--- config.mk ---
export PLATFORM = sky130hd
export DESIGN_NAME = frame_loader
export DESIGN_NICKNAME = d
export VERILOG_FILES = /design/src/rtl/lamp_pkg.sv /design/src/rtl/unpack12.sv /design/src/rtl/frame_loader.sv
export SDC_FILE = /design/constraint.sdc
export NUM_CORES = 1
export LEC_CHECK = 0
export CAP_MARGIN = 10
export CORE_MARGIN = 2
export CORE_UTILIZATION = 38
export CTS_CLUSTER_SIZE = 8
export DETAILED_ROUTE_END_ITERATION = 10
export SLEW_MARGIN = 10
export SYNTH_ARGS = -nofsm -noshare
export SYNTH_HDL_FRONTEND = slang
export SYNTH_SLANG_ARGS = --single-unit
--- constraint.sdc ---
create_clock -name i_clk -period 3.1 [get_ports i_clk]
set_input_delay 0.31 -clock i_clk [delete_from_list [all_inputs] [get_ports i_clk]]
set_output_delay 0.31 -clock i_clk [all_outputs]
set_load 0.02 [all_outputs]
--- src/rtl/lamp_pkg.sv ---
// ============================================================================
//  Module      : lamp_pkg
//  Description : Shared constants, state encodings and size helpers for the
//                frame loader and its unpacker.
//  Revision    : 1.0 - initial release
// ============================================================================
`default_nettype none

package lamp_pkg;

    localparam logic [7:0] c_sync           = 8'hA5;
    localparam int         c_chan_per_board = 32;

    // Parser states
    localparam logic [2:0] c_st_idle    = 3'd0;
    localparam logic [2:0] c_st_time_hi = 3'd1;
    localparam logic [2:0] c_st_time_lo = 3'd2;
    localparam logic [2:0] c_st_payload = 3'd3;
    localparam logic [2:0] c_st_check   = 3'd4;

    // Triplet phases of the 12-bit unpacker
    localparam logic [1:0] c_ph_b0 = 2'd0;
    localparam logic [1:0] c_ph_b1 = 2'd1;
    localparam logic [1:0] c_ph_b2 = 2'd2;

    function automatic int f_channels(input int ledboards);
        return ledboards * c_chan_per_board;
    endfunction

    function automatic int f_addr_w(input int ledboards);
        return $clog2(f_channels(ledboards));
    endfunction

    function automatic int f_time_w(input int max_time);
        return $clog2(max_time);
    endfunction

    function automatic int f_payload(input int ledboards);
        return f_channels(ledboards) * 3 / 2;
    endfunction

endpackage

`default_nettype wire

--- src/rtl/unpack12.sv ---
// ============================================================================
//  Module      : unpack12
//  Description : Splits byte triplets into two 12-bit channel values; the
//                write decision and data are combinational on the byte strobe.
//  Revision    : 1.0 - initial release
// ============================================================================
`default_nettype none

module unpack12
    import lamp_pkg::*;
(
    input  logic        i_clk,
    input  logic        i_rst,
    input  logic        i_clear,
    input  logic        i_valid,
    input  logic [7:0]  i_data,
    output logic        o_valid,
    output logic        o_odd,
    output logic [11:0] o_data
);

    logic [1:0] r_phase;
    logic [7:0] r_hold;

    assign o_valid = i_valid && (r_phase != c_ph_b0);
    assign o_odd   = (r_phase == c_ph_b2);
    // Even channel: held b0 + upper nibble of b1; odd: held low nibble of b1 + b2
    assign o_data  = o_odd ? {r_hold[3:0], i_data} : {r_hold, i_data[7:4]};

    always_ff @(posedge i_clk) begin
        if (i_rst || i_clear) begin
            r_phase <= c_ph_b0;
            r_hold  <= 8'h00;
        end else if (i_valid) begin
            case (r_phase)
                c_ph_b0: begin
                    r_hold  <= i_data;
                    r_phase <= c_ph_b1;
                end
                c_ph_b1: begin
                    r_hold  <= {4'h0, i_data[3:0]};
                    r_phase <= c_ph_b2;
                end
                default: begin
                    r_phase <= c_ph_b0;
                end
            endcase
        end
    end

endmodule

`default_nettype wire

--- src/rtl/frame_loader.sv ---
// ============================================================================
//  Module      : frame_loader
//  Description : Byte-stream packet parser feeding the framebuffer with 12-bit
//                channel writes and issuing a commit with the transition time.
//  Revision    : 1.0 - initial release
// ============================================================================
`default_nettype none

module frame_loader
    import lamp_pkg::*;
#(
    parameter int C_LEDBOARDS = 30,
    parameter int C_BPC       = 12,
    parameter int C_MAX_TIME  = 480,
    parameter int C_TIMEOUT   = 4096
) (
    input  logic                               i_clk,
    input  logic                               i_rst,
    input  logic [7:0]                         i_data,
    input  logic                               i_valid,
    output logic                               o_wen,
    output logic [f_addr_w(C_LEDBOARDS)-1:0]   o_waddr,
    output logic [C_BPC-1:0]                   o_wdata,
    output logic [f_time_w(C_MAX_TIME)-1:0]    o_time,
    output logic                               o_commit,
    output logic                               o_err,
    output logic                               o_busy
);

    localparam int c_addr_w  = f_addr_w(C_LEDBOARDS);
    localparam int c_time_w  = f_time_w(C_MAX_TIME);
    localparam int c_payload = f_payload(C_LEDBOARDS);
    localparam int c_cnt_w   = $clog2(c_payload);
    localparam int c_tmo_w   = $clog2(C_TIMEOUT + 1);

    generate
        if (C_BPC != 12) begin : g_bpc_check
            $error("frame_loader: channel packing is defined for 12 bits only");
        end
    endgenerate

    logic [2:0]          r_state;
    logic [7:0]          r_sum;
    logic [15:0]         r_time16;
    logic [c_cnt_w-1:0]  r_bcnt;
    logic [c_tmo_w-1:0]  r_idle;
    logic [c_addr_w-2:0] r_pair;

    logic [7:0]  w_sum_next;
    logic        w_time_ok;
    logic        w_timeout;
    logic        w_pay_valid;
    logic        w_start_pay;
    logic        w_emit;
    logic        w_odd;
    logic [11:0] w_data;

    assign w_sum_next  = r_sum + i_data;
    assign w_time_ok   = (r_time16 <= 16'(C_MAX_TIME));
    // A byte in the expiry cycle keeps the packet alive
    assign w_timeout   = (r_state != c_st_idle) && !i_valid &&
                         (r_idle == c_tmo_w'(C_TIMEOUT - 1));
    assign w_pay_valid = i_valid && (r_state == c_st_payload);
    assign w_start_pay = i_valid && (r_state == c_st_time_lo);
    assign o_busy      = (r_state != c_st_idle);

    unpack12 u_unpack (
        .i_clk   (i_clk),
        .i_rst   (i_rst),
        .i_clear (w_start_pay),
        .i_valid (w_pay_valid),
        .i_data  (i_data),
        .o_valid (w_emit),
        .o_odd   (w_odd),
        .o_data  (w_data)
    );

    always_ff @(posedge i_clk) begin
        if (i_rst) begin
            r_state  <= c_st_idle;
            r_sum    <= 8'h00;
            r_time16 <= 16'h0000;
            r_bcnt   <= '0;
            r_idle   <= '0;
            r_pair   <= '0;
            o_wen    <= 1'b0;
            o_waddr  <= '0;
            o_wdata  <= '0;
            o_time   <= '0;
            o_commit <= 1'b0;
            o_err    <= 1'b0;
        end else begin
            o_wen    <= 1'b0;
            o_commit <= 1'b0;
            o_err    <= 1'b0;

            if (w_emit) begin
                o_wen   <= 1'b1;
                o_waddr <= {r_pair, w_odd};
                o_wdata <= w_data;
                if (w_odd) begin
                    r_pair <= r_pair + (c_addr_w-1)'(1);
                end
            end

            if ((r_state == c_st_idle) || i_valid) begin
                r_idle <= '0;
            end else begin
                r_idle <= r_idle + c_tmo_w'(1);
            end

            case (r_state)
                c_st_idle: begin
                    r_sum <= 8'h00;
                    if (i_valid && (i_data == c_sync)) begin
                        r_state <= c_st_time_hi;
                    end
                end
                c_st_time_hi: begin
                    if (i_valid) begin
                        r_time16[15:8] <= i_data;
                        r_sum          <= w_sum_next;
                        r_state        <= c_st_time_lo;
                    end
                end
                c_st_time_lo: begin
                    if (i_valid) begin
                        r_time16[7:0] <= i_data;
                        r_sum         <= w_sum_next;
                        r_bcnt        <= '0;
                        r_pair        <= '0;
                        r_state       <= c_st_payload;
                    end
                end
                c_st_payload: begin
                    if (i_valid) begin
                        r_sum <= w_sum_next;
                        if (r_bcnt == c_cnt_w'(c_payload - 1)) begin
                            r_state <= c_st_check;
                        end else begin
                            r_bcnt <= r_bcnt + c_cnt_w'(1);
                        end
                    end
                end
                c_st_check: begin
                    if (i_valid) begin
                        if ((w_sum_next == 8'h00) && w_time_ok) begin
                            o_commit <= 1'b1;
                            o_time   <= r_time16[c_time_w-1:0];
                        end else begin
                            o_err <= 1'b1;
                        end
                        r_state <= c_st_idle;
                    end
                end
                default: begin
                    r_state <= c_st_idle;
                end
            endcase

            if (w_timeout) begin
                o_err   <= 1'b1;
                r_state <= c_st_idle;
            end
        end
    end

endmodule

`default_nettype wire
# After elaboration in Yosys (flattened, before gate mapping)
# Cells that the tools add are included.
word_totals:
  reg_bits: 104
  inputBits: 11
  output_inout_bits: 35
op_classes:
  addsub: 4
  n_lt_le_gt_ge: 1
  n_eq_ne: 17
  muxes: 26
  bitwise_logic: 2
  reduce_logical: 29
op_table:
  columns: ["op", "count"]
  rows:
  - ["$mux 9", 4]
  - ["$mux 11", 3]
  - ["$pmux 8 s2", 2]
  - ["$pmux 11 s2", 1]
  - ["$mux 3", 6]
  - ["$le 16x9->1 const B", 1]
  - ["$pmux 3 s5", 1]
  - ["$add 13x1->13 const B", 1]
  - ["$eq 13x12->1 const B", 1]
  - ["$mux 12", 1]
  - ["$add 11x1->11 const B", 1]
  - ["$eq 11x11->1 const B", 1]
  - ["$ne 2x2->1 const B", 5]
  - ["$add 9x1->9 const B", 1]
  - ["$add 8x8->8", 1]
  - ["$eq 8x8->1 const B", 1]
  - ["$logic_not 8->1", 1]
  - ["$mux 8", 1]
  - ["$reduce_and 2->1", 4]
  - ["$reduce_bool 2->1", 4]
  - ["$logic_and 1x1->1", 7]
  - ["$eq 3x2->1 const B", 2]
  - ["$mux 1", 6]
  - ["$ne 2x1->1 const B", 3]
  - ["other kinds (16)", 20]

# Depth between registers and ports, before layout
depth:
  word_depth: 7
  ltp_mapped: 9
  ltp_nobuf: 8

# Cells and area by module
# Synthesis repeated with hierarchy kept, for this count alone.
hier_totals:
  hier_cells: 519
  hier_area_um2: 4720.8
by_module_without_submodules:
  columns: ["module", "n_inst", "cells_per_inst", "area_per_inst_um2", "seq_area_each_um2"]
  rows:
  - ["frame_loader", 1, 459, 4137.7, 1881.8]
  - ["unpack12", 1, 60, 583.1, 200.2]

# Worst setup path after synthesis
# No wires, ideal clock.
synth_path:
  path_type: "in2reg"
  start: "in i_data[0]"
  end: "reg o_time[0]"
  arrival_ns: 2.537
  required_time_ns: 2.968
  setup_slack_ns: 0.430
  stages: 8
  path_cell_list: "ha_1 -> fa_1 -> a211o_1 -> a21o_1 -> a2111o_1 -> a2111o_4 -> o21ai_1 -> a21oi_1"
synth_between:
  elab_chain_len: 4
synth_rtl:
  columns: ["element", "line_no", "rtl"]
  rows:
  - ["from (decl)", "frame_loader.sv:19", "input logic [7:0] i_data,"]
  - ["$add 8x8->8", "frame_loader.sv:58", "assign w_sum_next = r_sum + i_data;"]
  - ["$logic_not 8->1", "frame_loader.sv:147", "if ((w_sum_next == 8'h00) && w_time_ok) begin"]
  - ["$logic_and 1x1->1", "frame_loader.sv:147", null]
  - ["$reduce_and 3->1 (no line)", null, null]
  - ["to (signal assigned)", "frame_loader.sv:149", "o_time <= r_time16[c_time_w-1:0];"]
  - ["to (decl)", "frame_loader.sv:24", "output logic [f_time_w(C_MAX_TIME)-1:0] o_time,"]
# No other way between the ends.
# A chain may end at the register's enable or synchronous reset.

# Worst setup path after layout
# Same ends and word-level chain as after synthesis.

==> qor.json <==
{
  "min_path": {
    "worstHoldPathType": "input pin to flip-flop",
    "worstHoldPathCells": 2,
    "min_to": "r_time16[8]",
    "worstHoldStart": "i_rst"
  },
  "grt": {
    "gr-usage-met3_pct": 3.76,
    "grt_usage_pct": 17.0,
    "number_of_global_route_vias_before_repair": 3626,
    "antenna_violations_before_repair": 0,
    "grtUsageMet2_pct": 26.9,
    "grt_max_degree": 60,
    "wire_length_of_the_first_global_routing_pass_um": 17800,
    "grt-busiest-layer": "met2",
    "globalRoute.totalOverflow": 0,
    "grt_use_met1_pct": 23.7
  },
  "timing": {
    "timing.final.crit_share_pct": 94.3,
    "final_max_slew_viols": 0,
    "timing.max_slew.rel_slack_pct": 51.4,
    "period_minus_slack_ns": 2.92,
    "setup_viol_count_final": 0,
    "rsz0062_at_grt": "no",
    "transition_time_at_the_pin_with_the_least_slew_margin_ns": 0.727,
    "fin_worst_hold_slack_ns": 0.293,
    "skew_ns": 0.00735,
    "final.setup.worst_slack_ns": 0.175,
    "clock.fmax_ghz": 0.342,
    "finalHoldViolCount": 0
  },
  "synthesis": {
    "ffs_latches_synth": 104,
    "synth-seq-area-share_pct": 45.2,
    "synth.lib_cells_used.distinct": 53,
    "dominant_cells_by_area_after_synthesis": "dfxtp_1, nor2_1, a21oi_1",
    "synthArstFlopShare_pct": 0,
    "syn_avg_cell_area_sq_um": 8.58,
    "mappedNetlistNets": 559,
    "synth_top_area_share_pct": 45.2,
    "synthCells": 537,
    "synth.cell_area_sq_um": 4610,
    "synth_top_area_cell": "dfxtp_1",
    "synth-edff-count": 0,
    "yosys_warnings": 0,
    "postSynth.topFlopCell": "dfxtp_1"
  },
  "route": {
    "postRouteAntennaNets": 0,
    "dr_wl_cell_um": 14.5,
    "wl_um": 10800,
    "routed-via-count": 3927,
    "route.detailed.vias_per_inst": 5.29,
    "dr.first_iter.drc_count": 251,
    "drt_drc_violations_left": 0,
    "drt_pre_antenna_iters": 4
  },
  "power": {
    "leakage_dissipation_nw": 2.00,
    "combinationalPowerShare_pct": 4.0,
    "internal-power_w": 0.00203,
    "power_density_nw_per_um2": 461,
    "netSwitchingFraction_pct": 22.2,
    "share_clk_of_total_power_pct": 44.7,
    "vdd.ir_drop.worst_v": 0.000276,
    "sequentialPowerShare_pct": 51.3,
    "p_sw_w": 0.000579
  },
  "critical_path": {
    "timing.rr.start": "r_sum[0]",
    "worst_r2r_endpoint": "o_time[0]",
    "critPathKind": "input pin to flip-flop",
    "worst_setup_path_end_kind": "flip-flop",
    "cpPeakStageDelay_ns": 0.48,
    "cp_cell_sequence": "clkdlybuf4s50_1 > ha_1 > fa_1 > xor2_1 > or4_1 > a2111o_1 > buf_4 > a211oi_4 > buf_6 > nand4_1 > a21oi_1",
    "reg2reg_depth": 10,
    "crit_slowest_cell": "clkdlybuf4s50_1",
    "regToRegSetupSlack_ns": 0.38,
    "critical_path_required_ns": 3.37,
    "worstSetupStartpoint": "i_data[0]",
    "worst_setup_path_start_kind": "input pin",
    "worst_ep_arrival_ns": 3.20,
    "crit_path_max_fanout": 10
  },
  "clock_tree": {
    "cts_max_path_buffers": 2,
    "clock_insertion_delay_worst_skew_ns": 0.35,
    "cts-htree-levels": 3,
    "number_of_buffers_created_by_cts": 9,
    "cts_hold_buf": 0,
    "clock_tree.root_cell": "clkbuf_16",
    "tritoncts": "done",
    "post-cts-setup-buffers": 0,
    "path_clk_slew_ns": 0.07,
    "clock_net_sink_count": 104
  },
  "placement": {
    "preCtsSetupSlack_ns": -0.227,
    "dpl.hpwl_um": 7590,
    "io_buffer_count": 45,
    "finalWeightedCongestion": 0.816
  },
  "floorplanning": {
    "die_height_um": 114,
    "placementRows": 40,
    "die_w_um": 114,
    "core_area_sq_um": 11900,
    "io_pins": 46,
    "floorplan.die_area_sq_um": 13000,
    "initial_utilization_pct": 38.7
  },
  "finish": {
    "filler_cell_count": 1166,
    "multiInputGateArea_sq_um": 2390,
    "drive_gt1_share_pct": 9.24,
    "insertedDiodeCount": 0,
    "final_nets": 612,
    "final-seq-area_sq_um": 2080,
    "area.growth.synth_to_final_pct": 22.5
  },
  "flow_run": {
    "max-cap-violations": 0
  },
  "run_status": {
    "status": "completed"
  }
}
-- synthesized netlist by cell type (5+ instances only) --
cell and instances:
and3_1 10, o21ai_0 17, a21oi_1 51, clkbuf_1 26
nand4_1 19, inv_1 7, dfxtp_1 104, xnor2_1 6
nand3b_1 5, xor2_1 16, mux2i_1 22, o21ai_1 8
nor2_1 80, nor3b_1 8, a211oi_1 15, or3_1 6
nand3_1 10, nand2_1 58, nor3_1 7, a22oi_1 6
ha_1 10
-- registers in the layout, indices dropped and copies added (netlist names), 2 cells and up, named ones only --
signal and count:
r_state 3, o_waddr 10, r_idle 13, u_unpack.r_hold 8
o_wdata 12, r_time16 16, u_unpack.r_phase 2, r_sum 8
r_pair 8, r_bcnt 11, o_time 9
-- worst max path at each step --
stage,cells past startpoint,to,slack (ns)
2_1_floorplan,8,o_time[0],0.43
3_3_place_gp,9,o_time[8],-0.17
3_5_place_dp,9,o_time[6],-0.23
4_1_cts,9,o_time[1],0.13
5_1_grt,11,o_time[2],0.03
6_report,11,o_time[0],0.18
-- power groups by stage --
stage          Combinational [W]  Sequential [W]  Clock, W
6_report                0.000105         0.00134   0.00116
3_3_place_gp            0.000102         0.00137         0
3_5_place_dp            0.000104         0.00137         0
5_1_grt                 0.000113         0.00133   0.00125
4_1_cts                 0.000104         0.00134   0.00119
2_1_floorplan          0.0000499         0.00137         0
-- worst max-delay path, delay by kind of cell --
kind            cells  cell delay, ns
simple gates        2            0.50
buf+inv             3            0.80
fa+ha+maj           2            0.69
xor+xnor            1            0.17
compound gates      3            0.71
-- metal layers --
metal | vias up | wire length (um)
met3 | 11 | 372
li1 | 2010 | -
met5 | - | 0
met2 | 64 | 4870
met4 | 0 | 118
met1 | 1842 | 5390
-- layout by cell type, fill, tap and decap left out, types with 5 or more instances in the layout --
| cell | netlist | final |
|---|---|---|
| a211oi_1 | 15 | 15 |
| ha_1 | 10 | 10 |
| buf_4 | 0 | 26 |
| nand3b_1 | 5 | 5 |
| nand3_1 | 10 | 10 |
| dfxtp_1 | 104 | 104 |
| inv_1 | 7 | 7 |
| or3_1 | 6 | 6 |
| clkbuf_16 | 0 | 9 |
| o21ai_0 | 17 | 17 |
| and3_1 | 10 | 10 |
| nor3b_1 | 8 | 8 |
| a22oi_1 | 6 | 6 |
| o21ai_1 | 8 | 8 |
| xnor2_1 | 6 | 6 |
| xor2_1 | 16 | 16 |
| nand4_1 | 19 | 19 |
| a21oi_1 | 51 | 51 |
| mux2i_1 | 22 | 22 |
| nor2_1 | 80 | 79 |
| nor3_1 | 7 | 7 |
| nand2_1 | 58 | 58 |
| clkdlybuf4s50_1 | 0 | 44 |
-- final cells by class --
class | count | area share [%]
clock buffer | 10 | 4.23
clock inverter | 6 | 1.22
sequential | 104 | 36.9
timing repair buffer | 72 | 11.5
multi-input combinational | 396 | 42.4
tap | 147 | 3.26
inverter | 7 | 0.466
-- repair_timing --
item                                    4_1_cts  5_1_grt
endpoints found under the hold margin         0        0
endpoints found under the setup margin        0        2
gates resized for setup                       0        1
-- through the flow --
step | TNS (ns) | utilization [%] | cells | power (W) | instance area (sq um)
after floorplan | 0 | - | 537 | 0.00142 | 4610
after global placement | -1.55 | 44.8 | 726 | 0.00147 | 5330
after detailed placement | -1.99 | 44.8 | 726 | 0.00147 | 5330
after CTS | 0 | 47.4 | 742 | 0.00263 | 5640
after global routing | 0 | 47.4 | 742 | 0.00270 | 5640
final | 0 | 47.4 | 742 | 0.00260 | 5640
-- cell families (layout without fill, tap and decap cells) --
family | after synthesis | after routing | synth area share (%)
AO/OA/AOI/OAI | 118 | 118 | 16.3
XOR/XNOR | 22 | 22 | 4.18
adder cells (fa/ha/maj) | 11 | 11 | 3.15
buffers and inverters | 37 | 95 | 3.10
flip-flops | 104 | 104 | 45.2
multiplexers | 22 | 22 | 4.78
AND/OR/NAND/NOR | 223 | 223 | 23.4
Note: power is estimated with default switching activity, not from simulation.
